<file path="config.mk">
export PLATFORM = sky130hd
export DESIGN_NAME = id_ex_stage
export DESIGN_NICKNAME = d
export VERILOG_FILES = /design/src/rtl/cpu_pkg.sv /design/src/rtl/fwd_mux.sv /design/src/rtl/id_ex_stage.sv
export SDC_FILE = /design/constraint.sdc
export NUM_CORES = 1
export LEC_CHECK = 0
export ABC_AREA = 1
export CAP_MARGIN = 20
export CORE_ASPECT_RATIO = 0.9
export CORE_MARGIN = 8
export CORE_UTILIZATION = 45
export CTS_BUF_LIST = sky130_fd_sc_hd__clkbuf_8 sky130_fd_sc_hd__clkbuf_16
export DETAILED_ROUTE_END_ITERATION = 10
export DONT_BUFFER_PORTS = 1
export REMOVE_ABC_BUFFERS = 1
export SYNTH_ARGS = -nofsm -noshare
export SYNTH_HDL_FRONTEND = slang
export SYNTH_HIERARCHICAL = 1
export SYNTH_SLANG_ARGS = --single-unit
</file>
<file path="constraint.sdc">
create_clock -name clk -period 2 [get_ports clk]
set_input_delay 0.4 -clock clk [delete_from_list [all_inputs] [get_ports clk]]
set_output_delay 0.4 -clock clk [all_outputs]
set_load 0.02 [all_outputs]
</file>
<file path="src/rtl/cpu_pkg.sv">
// Shared constants and types for the ID/EX stage: ALU codes, register zero
// and the forwarding-source select.
package cpu_pkg;

    // ALU operation codes
    localparam logic [2:0] ADDU = 3'b000;
    localparam logic [2:0] ADD  = 3'b001;
    localparam logic [2:0] OR   = 3'b010;
    localparam logic [2:0] SUBU = 3'b100;
    localparam logic [2:0] SUB  = 3'b101;
    localparam logic [2:0] SLTU = 3'b110;
    localparam logic [2:0] SLT  = 3'b111;

    // Hard-wired zero register; never a forwarding target
    localparam logic [4:0] REG_ZERO = 5'd0;

    // Where an ALU operand comes from
    typedef enum logic [1:0] {
        FWD_RF,
        FWD_EXMEM,
        FWD_MEMWB
    } fwd_sel_e;

endpackage

</file>
<file path="src/rtl/fwd_mux.sv">
// Operand forwarding for one source register: compares the register against
// the EX/MEM and MEM/WB destinations and selects the newest value.
module fwd_mux
    import cpu_pkg::*;
#(
    parameter int unsigned DW = 32,
    parameter int unsigned RW = 5
) (
    input  logic [RW-1:0] src,
    input  logic [DW-1:0] rf_data,
    input  logic          exmem_regwrite,
    input  logic [RW-1:0] exmem_rd,
    input  logic [DW-1:0] exmem_result,
    input  logic          memwb_regwrite,
    input  logic [RW-1:0] memwb_rd,
    input  logic [DW-1:0] memwb_data,
    output logic [DW-1:0] data
);

    fwd_sel_e sel;
    logic     hit_exmem;
    logic     hit_memwb;

    // Source selection: EX/MEM is younger than MEM/WB, so it wins a dual match
    always_comb begin
        hit_exmem = exmem_regwrite & (exmem_rd != RW'(REG_ZERO)) & (exmem_rd == src);
        hit_memwb = memwb_regwrite & (memwb_rd != RW'(REG_ZERO)) & (memwb_rd == src);
        sel       = FWD_RF;
        if (hit_exmem) begin
            sel = FWD_EXMEM;
        end else if (hit_memwb) begin
            sel = FWD_MEMWB;
        end
    end

    // 3:1 operand mux
    always_comb begin
        data = rf_data;
        unique case (sel)
            FWD_EXMEM: data = exmem_result;
            FWD_MEMWB: data = memwb_data;
            default:   data = rf_data;
        endcase
    end

endmodule

</file>
<file path="src/rtl/id_ex_stage.sv">
// ID/EX pipeline register with operand forwarding, load-use hazard detection,
// bubble insertion on hazards and flushes, and a saturating bubble counter.
module id_ex_stage
    import cpu_pkg::*;
#(
    parameter int unsigned DW    = 32,
    parameter int unsigned RW    = 5,
    parameter int unsigned CNT_W = 16
) (
    input  logic             clk,
    input  logic             rst_n,
    // decoded instruction from ID
    input  logic             id_valid,
    input  logic [RW-1:0]    id_rs,
    input  logic [RW-1:0]    id_rt,
    input  logic             id_rt_used,
    input  logic [RW-1:0]    id_rd,
    input  logic [DW-1:0]    id_rs_data,
    input  logic [DW-1:0]    id_rt_data,
    input  logic [DW-1:0]    id_imm,
    input  logic             id_alusrc,
    input  logic [2:0]       id_aluctr,
    input  logic             id_regwrite,
    input  logic             id_memread,
    input  logic             id_memwrite,
    input  logic             id_memtoreg,
    input  logic             flush,
    // later stages, for forwarding
    input  logic             exmem_regwrite,
    input  logic [RW-1:0]    exmem_rd,
    input  logic [DW-1:0]    exmem_result,
    input  logic             memwb_regwrite,
    input  logic [RW-1:0]    memwb_rd,
    input  logic [DW-1:0]    memwb_data,
    // outputs
    output logic             stall,
    output logic [DW-1:0]    alu_a,
    output logic [DW-1:0]    alu_b,
    output logic [2:0]       alu_ctr,
    output logic             ex_valid,
    output logic             ex_regwrite,
    output logic             ex_memread,
    output logic             ex_memwrite,
    output logic             ex_memtoreg,
    output logic [RW-1:0]    ex_rd,
    output logic [DW-1:0]    ex_store_data,
    output logic [CNT_W-1:0] bubble_cnt
);

    // control half of the ID/EX register
    logic             valid_q;
    logic             regwrite_q;
    logic             memread_q;
    logic             memwrite_q;
    logic             memtoreg_q;
    logic [2:0]       aluctr_q;
    logic [RW-1:0]    rd_q;
    // data half of the ID/EX register
    logic [RW-1:0]    rs_q;
    logic [RW-1:0]    rt_q;
    logic [DW-1:0]    rs_data_q;
    logic [DW-1:0]    rt_data_q;
    logic [DW-1:0]    imm_q;
    logic             alusrc_q;

    logic [CNT_W-1:0] bubble_cnt_q;
    logic [CNT_W-1:0] bubble_cnt_d;

    logic             haz;
    logic             load;
    logic [DW-1:0]    fwd_rs;
    logic [DW-1:0]    fwd_rt;

    // Load-use hazard against the load currently in EX; flush overrides stall
    always_comb begin
        haz   = valid_q & memread_q & (rd_q != RW'(REG_ZERO)) & id_valid &
                ((rd_q == id_rs) | (id_rt_used & (rd_q == id_rt)));
        stall = haz & ~flush;
        load  = id_valid & ~stall & ~flush;
    end

    // Control register: capture the ID instruction or insert a bubble
    always_ff @(posedge clk or negedge rst_n) begin
        if (!rst_n) begin
            valid_q    <= 1'b0;
            regwrite_q <= 1'b0;
            memread_q  <= 1'b0;
            memwrite_q <= 1'b0;
            memtoreg_q <= 1'b0;
            aluctr_q   <= 3'b000;
            rd_q       <= '0;
        end else if (load) begin
            valid_q    <= 1'b1;
            regwrite_q <= id_regwrite;
            memread_q  <= id_memread;
            memwrite_q <= id_memwrite;
            memtoreg_q <= id_memtoreg;
            aluctr_q   <= id_aluctr;
            rd_q       <= id_rd;
        end else begin
            valid_q    <= 1'b0;
            regwrite_q <= 1'b0;
            memread_q  <= 1'b0;
            memwrite_q <= 1'b0;
            memtoreg_q <= 1'b0;
            aluctr_q   <= ADDU;
            rd_q       <= '0;
        end
    end

    // Data register: only updated on capture, a bubble leaves it untouched
    always_ff @(posedge clk or negedge rst_n) begin
        if (!rst_n) begin
            rs_q      <= '0;
            rt_q      <= '0;
            rs_data_q <= '0;
            rt_data_q <= '0;
            imm_q     <= '0;
            alusrc_q  <= 1'b0;
        end else if (load) begin
            rs_q      <= id_rs;
            rt_q      <= id_rt;
            rs_data_q <= id_rs_data;
            rt_data_q <= id_rt_data;
            imm_q     <= id_imm;
            alusrc_q  <= id_alusrc;
        end
    end

    // Count bubbles caused by a hazard or flush, holding at all-ones
    always_comb begin
        bubble_cnt_d = bubble_cnt_q;
        if ((haz | flush) && (bubble_cnt_q != '1)) begin
            bubble_cnt_d = bubble_cnt_q + 1'b1;
        end
    end

    // Bubble counter register
    always_ff @(posedge clk or negedge rst_n) begin
        if (!rst_n) begin
            bubble_cnt_q <= '0;
        end else begin
            bubble_cnt_q <= bubble_cnt_d;
        end
    end

    fwd_mux #(
        .DW (DW),
        .RW (RW)
    ) u_fwd_rs (
        .src            (rs_q),
        .rf_data        (rs_data_q),
        .exmem_regwrite (exmem_regwrite),
        .exmem_rd       (exmem_rd),
        .exmem_result   (exmem_result),
        .memwb_regwrite (memwb_regwrite),
        .memwb_rd       (memwb_rd),
        .memwb_data     (memwb_data),
        .data           (fwd_rs)
    );

    fwd_mux #(
        .DW (DW),
        .RW (RW)
    ) u_fwd_rt (
        .src            (rt_q),
        .rf_data        (rt_data_q),
        .exmem_regwrite (exmem_regwrite),
        .exmem_rd       (exmem_rd),
        .exmem_result   (exmem_result),
        .memwb_regwrite (memwb_regwrite),
        .memwb_rd       (memwb_rd),
        .memwb_data     (memwb_data),
        .data           (fwd_rt)
    );

    // Operand and registered-control outputs
    always_comb begin
        alu_a         = fwd_rs;
        alu_b         = alusrc_q ? imm_q : fwd_rt;
        ex_store_data = fwd_rt;
        alu_ctr       = aluctr_q;
        ex_valid      = valid_q;
        ex_regwrite   = regwrite_q;
        ex_memread    = memread_q;
        ex_memwrite   = memwrite_q;
        ex_memtoreg   = memtoreg_q;
        ex_rd         = rd_q;
        bubble_cnt    = bubble_cnt_q;
    end

endmodule

</file>
==> results.md, run 1 <==
Timing:
- The share of the cycle needed by the critical path after routing is 129%.
- The final critical path time including I/O delays and setup is between 2000 and 3000 ps.
- Setup violations remaining at the end of the flow were counted as 97.
- Setup repair after global routing could not meet its margin everywhere.
- The maximum operating frequency is 0.387 GHz.
- The count of final hold-check violations is about 140.
- The max-slew headroom at the worst pin is about 69%.
- The final count of pins violating max slew is 0.
- The measured slew at the worst slew-check pin is 471 ps.
- The clock skew after layout is ~13 ps.
- Setup slack on the critical path of the routed design comes to -581 ps.
- The final hold slack is -337 ps.

Setup path:
- The launching point of the worst reg2reg path is ex_rd[0].
- The kind of critical path is flop to primary output.
- The data arrival time of the worst path is approximately 2200 ps.
- The critical path startpoint category is a flop.
- In this design, the stage delay of the slowest critical-path cell is 390 ps.
- For the worst flop-to-flop path, the logic depth is 9.
- Data on the critical path is required at its endpoint by 1600 ps.
- For flop-to-flop paths, the worst setup slack is around 140 ps.
- The maximum net fanout on the critical path is 6.
- Traced cell by cell, the critical path runs through buf_4 -> nor2_2 -> nand2_1 -> nand2_1 -> nand2_2 -> inv_2 -> nor2_4 -> buf_12 -> clkbuf_16 -> nand3_2 -> nand3_2 -> mux2_4.
- The kind of capture point of the worst setup path is a primary output.
- The endpoint identified for the worst register-to-register timing path is imm_q[20].
- The slowest cell on the critical path is sky130_fd_sc_hd__dfrtp_1.

Pwr:
- In this run the static leakage power is around 5.8 nW.
- Overall power consumption after layout is estimated at approximately 9.3 mW.
- In this run the power density over the cells is around 770 nW/µm².
- The worst-case IR drop observed on VDD is between 500 and 600 µV.

Clocking:
- TritonCTS built the clock tree.
- In this run the deepest clock path goes through 2 buffers.
- The latest clock arrival within the worst-skew pair is about 430 ps.
- The clock sink total is roughly 140.
- The depth of the CTS H-tree is 4.
- The total clock buffers created by CTS is 17.
- The clock-pin slew of the registers on the worst-case setup and hold paths is 70 ps.
- The tree is rooted in a sky130_fd_sc_hd__clkbuf_16.

Final layout:
- The top cell types in the final layout, fill and taps aside, are sky130_fd_sc_hd__nand2_1 (332), sky130_fd_sc_hd__nand4_1 (174), sky130_fd_sc_hd__dfrtp_1 (128).
- The fraction of final layout cells sized beyond drive strength 1 is between 30% and 40%.
- Leaving out fill and tap cells, the most frequent cell in the layout is sky130_fd_sc_hd__nand2_1.
- The net count of the finished layout is ~1,400.
- The number of diodes added for antenna fixing is 0.
- Counting the fill cells in the layout gives ~1,800.
- The growth of design area from synthesis to finish is 30.6%.

Detailed routing:
- The number of nets with antenna violations after routing is 0.
- The post-detailed-route wirelength per cell is 24.5 µm.
- The final route contains approximately 9,000 vias.
- The routed wire length is around 36 mm.
- The first detailed-routing pass took 5 iterations.
- For this run, design rule violations remaining after detail routing come to 0.
- The via density per instance is slightly above 6.
- The number of DRC violations after detailed-routing iteration 0 is between 1,000 and 1,500.

Die:
- The floorplan core area is approximately 20,000 µm².
- The count of standard-cell rows is 49.
- The starting density of the core is between 40% and 50%.
- The floorplan step set the die height to about 150 µm.
- During I/O placement, the number of pins put on the boundary was roughly 330.
- Measured along the x axis, the die boundary spans between 150 and 200 µm.
- The die covers 25,200 µm².

Placed design:
- The placement-stage worst setup slack is -127 ps.
- Summed over all nets, the half-perimeter wirelength after detailed placement is ~23 mm.
- The placer congestion estimate is around 0.90.
- During placement, the flow inserted port buffers numbering 0.

Synth:
- The number of different library cells used by synthesis comes to 29.
- The mapped netlist covers between 9000 and 10,000 µm².
- The instance count of the mapped netlist is ~1,200.
- Averaged over all synthesized cells, the footprint is approximately 8.0 µm².
- The number of warnings reported in the yosys synthesis log is 6.
- The sequential-to-total area share from yosys stat is a little under two fifths.
- Synthesis inferred about 140 register bits.

Outcome:
- The checks that failed: hold timing, setup timing.
- The flow ran to the end, but the final reports show violations.

GRT:
- The initial antenna violation count is 0.
- The largest net degree at the start of global routing is 137.
- The first-pass GRT wire length is 51.2 mm.
- The total congestion overflow after global routing is 0.
- Global routing used 25.6% of the available tracks.
- The number of global-route vias before repair is 8,750.

Flow run:
- The count of max-cap constraint violations is 0.

Min path:
- The class of the tightest hold or removal check is primary input to asynchronous set/reset pin.
[per-stage QoR]
| step | instances | setup TNS [ps] | util [%] | cell area [µm²] |
|---|---|---|---|---|
| final | 1471 | -43860 | 60.0 | 12000 |
| after global routing | 1471 | -53610 | 60.0 | 12000 |
| after floorplan | 1056 | -574060 | - | 8560 |
| after global placement | 1410 | -2090 | 49.4 | 9880 |
| after CTS | 1442 | -40900 | 54.1 | 10800 |
| after detailed placement | 1410 | -2800 | 49.4 | 9880 |
[synth_stat cells]
master | count | share of area (%)
sky130_fd_sc_hd__inv_2 | 15 | 0.61
sky130_fd_sc_hd__inv_1 | 43 | 1.8
sky130_fd_sc_hd__a21boi_2 | 2 | 0.25
sky130_fd_sc_hd__nand4_1 | 174 | 12
sky130_fd_sc_hd__clkinv_1 | 2 | 0.082
sky130_fd_sc_hd__nand3_1 | 115 | 6.3
sky130_fd_sc_hd__xor2_1 | 9 | 0.86
sky130_fd_sc_hd__ha_1 | 1 | 0.14
sky130_fd_sc_hd__nor2_2 | 4 | 0.27
sky130_fd_sc_hd__nand3_2 | 109 | 12
sky130_fd_sc_hd__nor2_1 | 47 | 1.9
sky130_fd_sc_hd__o21ai_1 | 4 | 0.22
sky130_fd_sc_hd__buf_4 | 11 | 0.90
sky130_fd_sc_hd__buf_1 | 8 | 0.33
sky130_fd_sc_hd__nand2_1 | 339 | 14
sky130_fd_sc_hd__mux2_2 | 32 | 3.9
sky130_fd_sc_hd__nor2_4 | 4 | 0.49
sky130_fd_sc_hd__dfrtp_1 | 136 | 37
sky130_fd_sc_hd__nand3_4 | 2 | 0.38
sky130_fd_sc_hd__clkbuf_1 | 21 | 0.86
sky130_fd_sc_hd__buf_6 | 23 | 2.8
sky130_fd_sc_hd__nor3_1 | 2 | 0.11
sky130_fd_sc_hd__nand2_4 | 2 | 0.25
sky130_fd_sc_hd__a21oi_1 | 2 | 0.11
sky130_fd_sc_hd__nand2_2 | 2 | 0.14
sky130_fd_sc_hd__nor3_2 | 1 | 0.11
sky130_fd_sc_hd__o21ai_0 | 3 | 0.16
sky130_fd_sc_hd__buf_2 | 34 | 1.9
sky130_fd_sc_hd__xnor2_1 | 6 | 0.57
[registers in the layout (all words and copies together) (netlist names)]
| register | flops |
|---|---|
| ex_memtoreg | 1 |
| rs_q | 5 |
| ex_rd | 5 |
| alusrc_q | 1 |
| ex_regwrite | 1 |
| bubble_cnt | 16 |
| ex_valid | 1 |
| ex_memread | 1 |
| rt_data_q | 32 |
| ex_memwrite | 1 |
| rs_data_q | 32 |
| alu_ctr | 3 |
| imm_q | 32 |
| rt_q | 5 |
[routing by layer]
layer	vias up	GRT usage, %	routed length [µm]
li1	4078	-	-
met1	4424	32.1	14200
met2	443	40.9	17400
met3	61	8.62	3530
met4	0	9.22	820
met5	-	0	0
[what timing repair did]
action	4_1_cts	5_1_grt
pin swaps	1	31
endpoints found under the hold margin	136	136
cloned	0	19
buffers inserted	0	10
resized for setup	78	134
setup endpoints to repair	97	130
[cell type report]
class | count | area [µm²] | share of cell area [%]
multi-input combinational | 860 | 5800 | 48.3
sequential | 136 | 3410 | 28.5
clock inverter | 14 | 126 | 1.05
tap | 255 | 319 | 2.66
timing repair buffer | 128 | 1670 | 14.0
clock buffer | 18 | 439 | 3.66
inverter | 60 | 226 | 1.89
[kinds of logic (layout without fill, tap and decap cells)]
group	after synthesis	in the layout	share of synthesized area [%]
DFF	136	136	37.1
and+or+nand+nor	801	801	47.5
AOI/OAI and AO/OA	11	11	0.736
buffers and inverters	157	220	9.21
adders and majority gates	1	1	0.136
xor gates and xnor gates	15	15	1.43
muxes	32	32	3.92
[worst max-delay path by stage]
stage           startpoint        end  slack, ps  cells after the start
2_1_floorplan     ex_rd[2]   alusrc_q      -3890                     10
3_3_place_gp   exmem_rd[2]  alu_b[30]       -100                      9
3_5_place_dp   exmem_rd[2]   alu_b[7]       -130                      9
4_1_cts            rt_q[2]   alu_b[5]       -550                     10
5_1_grt            rt_q[2]   alu_b[6]       -690                     10
6_report           rt_q[2]   alu_b[6]       -580                     12
[power by group]
part           switching, mW  internal (mW)
Combinational           1.73           1.15
Clock                   1.33           1.75
Sequential             0.244           3.08
[worst max-delay path, delay by kind of cell, from the launching register on]
| kind | cells | cell delay [ps] |
|---|---|---|
| buffers and inverters | 4 | 520 |
| muxes | 1 | 320 |
| DFF | 1 | 390 |
| and+or+nand+nor | 7 | 520 |
(Power assumes the default switching activity.)
==> run 2: changes to the inputs <==
SLEW_MARGIN = 40   (was unset)
clock period = 2.8 ns   (was 2 ns; I/O delays follow)
==> results.md, run 2 (synthesis results as in run 1) <==
GRT:
- The number of global-route vias before repair was 8,438 (was 8,750).
- The initial antenna violation count came to 0 (unchanged).
- The first-pass GRT wire length is 50.6 mm (was 51.2 mm).
- The total congestion overflow after global routing is 0 (unchanged).
- The largest net degree at the start of global routing is 137 (unchanged).
- The total global-route track usage is 25.2% (was 25.6%).

Pwr:
- The switching part of the total was 34.8% (was 35.6%).
- The combinational power share is 24.6% (was 31.1%).
- The power per unit of standard cell area is 630 nW/µm² (was 774 nW/µm²).
- The fraction of power consumed by sequential logic is 38.2% (was 35.8%).
- The peak ir drop on the vdd network came to 340 µV (was 520 µV).
- The switching power total is 2.23 mW (was 3.30 mW).
- The internal portion of total power is 4.17 mW (was 5.99 mW).
- The share of power burned in the clock network came to 37.2% (was 33.1%).
- The static power due to leakage is 5.01 nW (was 5.82 nW).

Final layout:
- The combined area of the multi-input logic cells is 5010 µm² (was 5800 µm²).
- The total area of sequential cells is 3410 µm² (about the same).
- The growth of design area from synthesis to finish is 10.7% (was 30.6%).
- The number of filler instances in the final layout was 1,955 (was 1,756).
- The most common library cell in the layout ignoring fill and taps is sky130_fd_sc_hd__nand2_1 (unchanged).
- Registers with the highest flip-flop counts: imm_q: 32 flops, rs_data_q: 32 flops, rt_data_q: 32 flops (unchanged).
- Commonest cells after routing, fill and taps aside: sky130_fd_sc_hd__nand2_1 (338), sky130_fd_sc_hd__nand4_1 (174), sky130_fd_sc_hd__dfrtp_1 (133) (was sky130_fd_sc_hd__nand2_1 (332), sky130_fd_sc_hd__nand4_1 (174), sky130_fd_sc_hd__dfrtp_1 (128)).
- The number of diodes added for antenna fixing is 0 (unchanged).
- The fraction of final layout cells sized beyond drive strength 1 is 23.5% (was 33.7%).
- The net count of the finished layout was 1,336 (was 1,404).

Setup path:
- The data required time of the worst path came to 2240 ps (was 1600 ps).
- The maximum net fanout on the critical path is 40 (was 6).
- The critical path startpoint category is a flop (unchanged).
- The kind of critical path was flop to primary output (unchanged).
- The data arrival time of the worst path was 2180 ps (about the same).
- The kind of capture point of the worst setup path is a primary output (unchanged).

Clocking:
- The depth of the CTS H-tree is 4 (unchanged).
- The latest clock arrival within the worst-skew pair was 420 ps (was 430 ps).
- The clock sink total is 136 (unchanged).
- The total clock buffers created by CTS is 17 (unchanged).
- The clock-pin slew of the registers on the worst-case setup and hold paths is 70 ps (about the same).
- The buffer type at the clock tree root is sky130_fd_sc_hd__clkbuf_16 (unchanged).
- The number of buffers on the longest clock path was 2 (unchanged).
- The CTS tree is yes (unchanged).

Flow run:
- The count of max-cap constraint violations is 0 (unchanged).

Die:
- The starting density of the core is 46.0% (unchanged).
- The width of the chip is 167 µm (unchanged).
- The floorplan core area is 20,000 µm² (unchanged).
- The top-level I/O count is 326 (unchanged).
- The full die area is 25,200 µm² (unchanged).
- The count of standard-cell rows is 49 (unchanged).
- The die height is 152 µm (unchanged).

Detailed routing:
- The post-route DRC violation count is 0 (unchanged).
- The post-detailed-route wirelength per cell is 23.6 µm (was 24.5 µm).
- The via density per instance is 6.14 (was 6.12).
- The number of nets with antenna violations after routing was 0 (unchanged).
- The detailed-route via count is 8,615 (was 9,006).
- The first-pass iteration count of the detailed router is 5 (unchanged).
- The routed wire length is 33.1 mm (was 36.0 mm).
- The number of DRC violations after detailed-routing iteration 0 is 974 (was 1,002).

Timing:
- The clock skew after layout is 11.3 ps (was 12.5 ps).
- Of the available clock period, the critical path in the final layout requires 97.8%.
- The final hold slack is -165 ps (was -337 ps).
- The total setup violations reported at the end of the flow was 0 (was 97).
- The final worst-path setup slack is 62.3 ps (was -581 ps).
- The count of final hold-check violations came to 136 (unchanged).
- The max-slew headroom at the worst pin is 55.5% (was 68.6%).
- The maximum operating frequency is around 0.37 GHz.
- The final count of pins violating max slew is 0 (unchanged).
- The routed design could run at a clock period as short as between 2000 and 3000 ps.
- RSZ-0062 raised after global routing: yes (unchanged).
- The measured slew at the worst slew-check pin is 668 ps (was 471 ps).

Placed design:
- The sum of net half-perimeters after detailed placement is 21.7 mm (was 22.7 mm).
- The placement-stage worst setup slack is 335 ps (was -127 ps).
- The count of input and output buffers is 0 (unchanged).
- The placer congestion estimate is 0.838 (was 0.896).

Min path:
- The class of the tightest hold or removal check is primary input to asynchronous set/reset pin (unchanged).

Outcome:
- Violations in the final reports: hold timing (was hold timing, setup timing).
- Status: finished with violations (unchanged).
run 2: cell count changes in the layout (fill, tap and decap cells not counted), sizes merged:
cell,previous run,this run
bufinv,1,3
clkinvlp,4,3
clkinv,8,5
inv,61,63
clkbuf,32,19
buf,114,59
run 2: critical path: stages (launching register included):
cell                      delay (ps)
sky130_fd_sc_hd__dfrtp_2         450
sky130_fd_sc_hd__inv_2            80
sky130_fd_sc_hd__nand2_1          60
sky130_fd_sc_hd__nand2_1          60
sky130_fd_sc_hd__nand2_2          60
sky130_fd_sc_hd__nor2_4          120
sky130_fd_sc_hd__nand3_4         100
sky130_fd_sc_hd__buf_12          190
sky130_fd_sc_hd__nand3_1         130
sky130_fd_sc_hd__nand3_2         130
sky130_fd_sc_hd__mux2_4          330
run 2: through the flow:
| step | total power [mW] | util [%] | setup TNS, ps | cells | cell area [µm²] |
|---|---|---|---|---|---|
| CTS | 6.40 | 50.4 | 0 | 1401 | 10100 |
| floorplan | 3.54 | - | -425750 | 1056 | 8560 |
| finish | 6.40 | 50.9 | 0 | 1403 | 10200 |
| detailed placement | 4.02 | 47.3 | 0 | 1369 | 9450 |
| global placement | 3.99 | 47.3 | 0 | 1369 | 9450 |
| global route | 6.66 | 50.9 | -279 | 1403 | 10200 |
run 2: final cells by class:
class	count	share of cell area [%]
Clock buffer	18	4.32
Clock inverter	14	1.70
Inverter	60	2.23
Tap cell	255	3.14
Timing Repair Buffer	60	5.85
Multi-Input combinational cell	860	49.2
Sequential cell	136	33.5
run 2: per-layer routing:
metal | GRT usage, % | up-vias | wire length [µm]
li1 | - | 3925 | -
met1 | 31.3 | 4196 | 13200
met2 | 41.9 | 452 | 16100
met3 | 8.34 | 42 | 3350
met4 | 7.02 | 0 | 454
met5 | 0 | - | 0
run 2: final timing paths:
path | startpoint | end | slack [ps] | depth (start not counted)
worst min-delay path | rst_n | bubble_cnt[0] | -160 | 0
max in group asynchronous | rst_n | alusrc_q | 2730 | 0
min in group clk | id_regwrite | ex_regwrite | 240 | 2
worst min register to register | imm_q[1] | imm_q[1] | 470 | 2
worst max register to register | ex_rd[2] | rs_data_q[14] | 570 | 11
worst max-delay path | rt_q[1] | alu_b[17] | 60 | 10
run 2: power by group through the flow:
stage                     logic, mW  registers (mW)  clock network [mW]
after floorplan                1.12            2.42                   0
after global placement         1.52            2.47                   0
after detailed placement       1.54            2.47                   0
after CTS                      1.55            2.44                2.41
after global routing           1.70            2.48                2.49
final                          1.58            2.44                2.38
run 2: what timing repair did:
| action | in CTS | in global routing |
|---|---|---|
| pin swaps | 0 | 1 |
| resized for setup | 2 | 16 |
| buffers inserted | 0 | 1 |
| endpoints found under the setup margin | 3 | 54 |
| cloned | 0 | 1 |
| hold endpoints to repair | 136 | 136 |
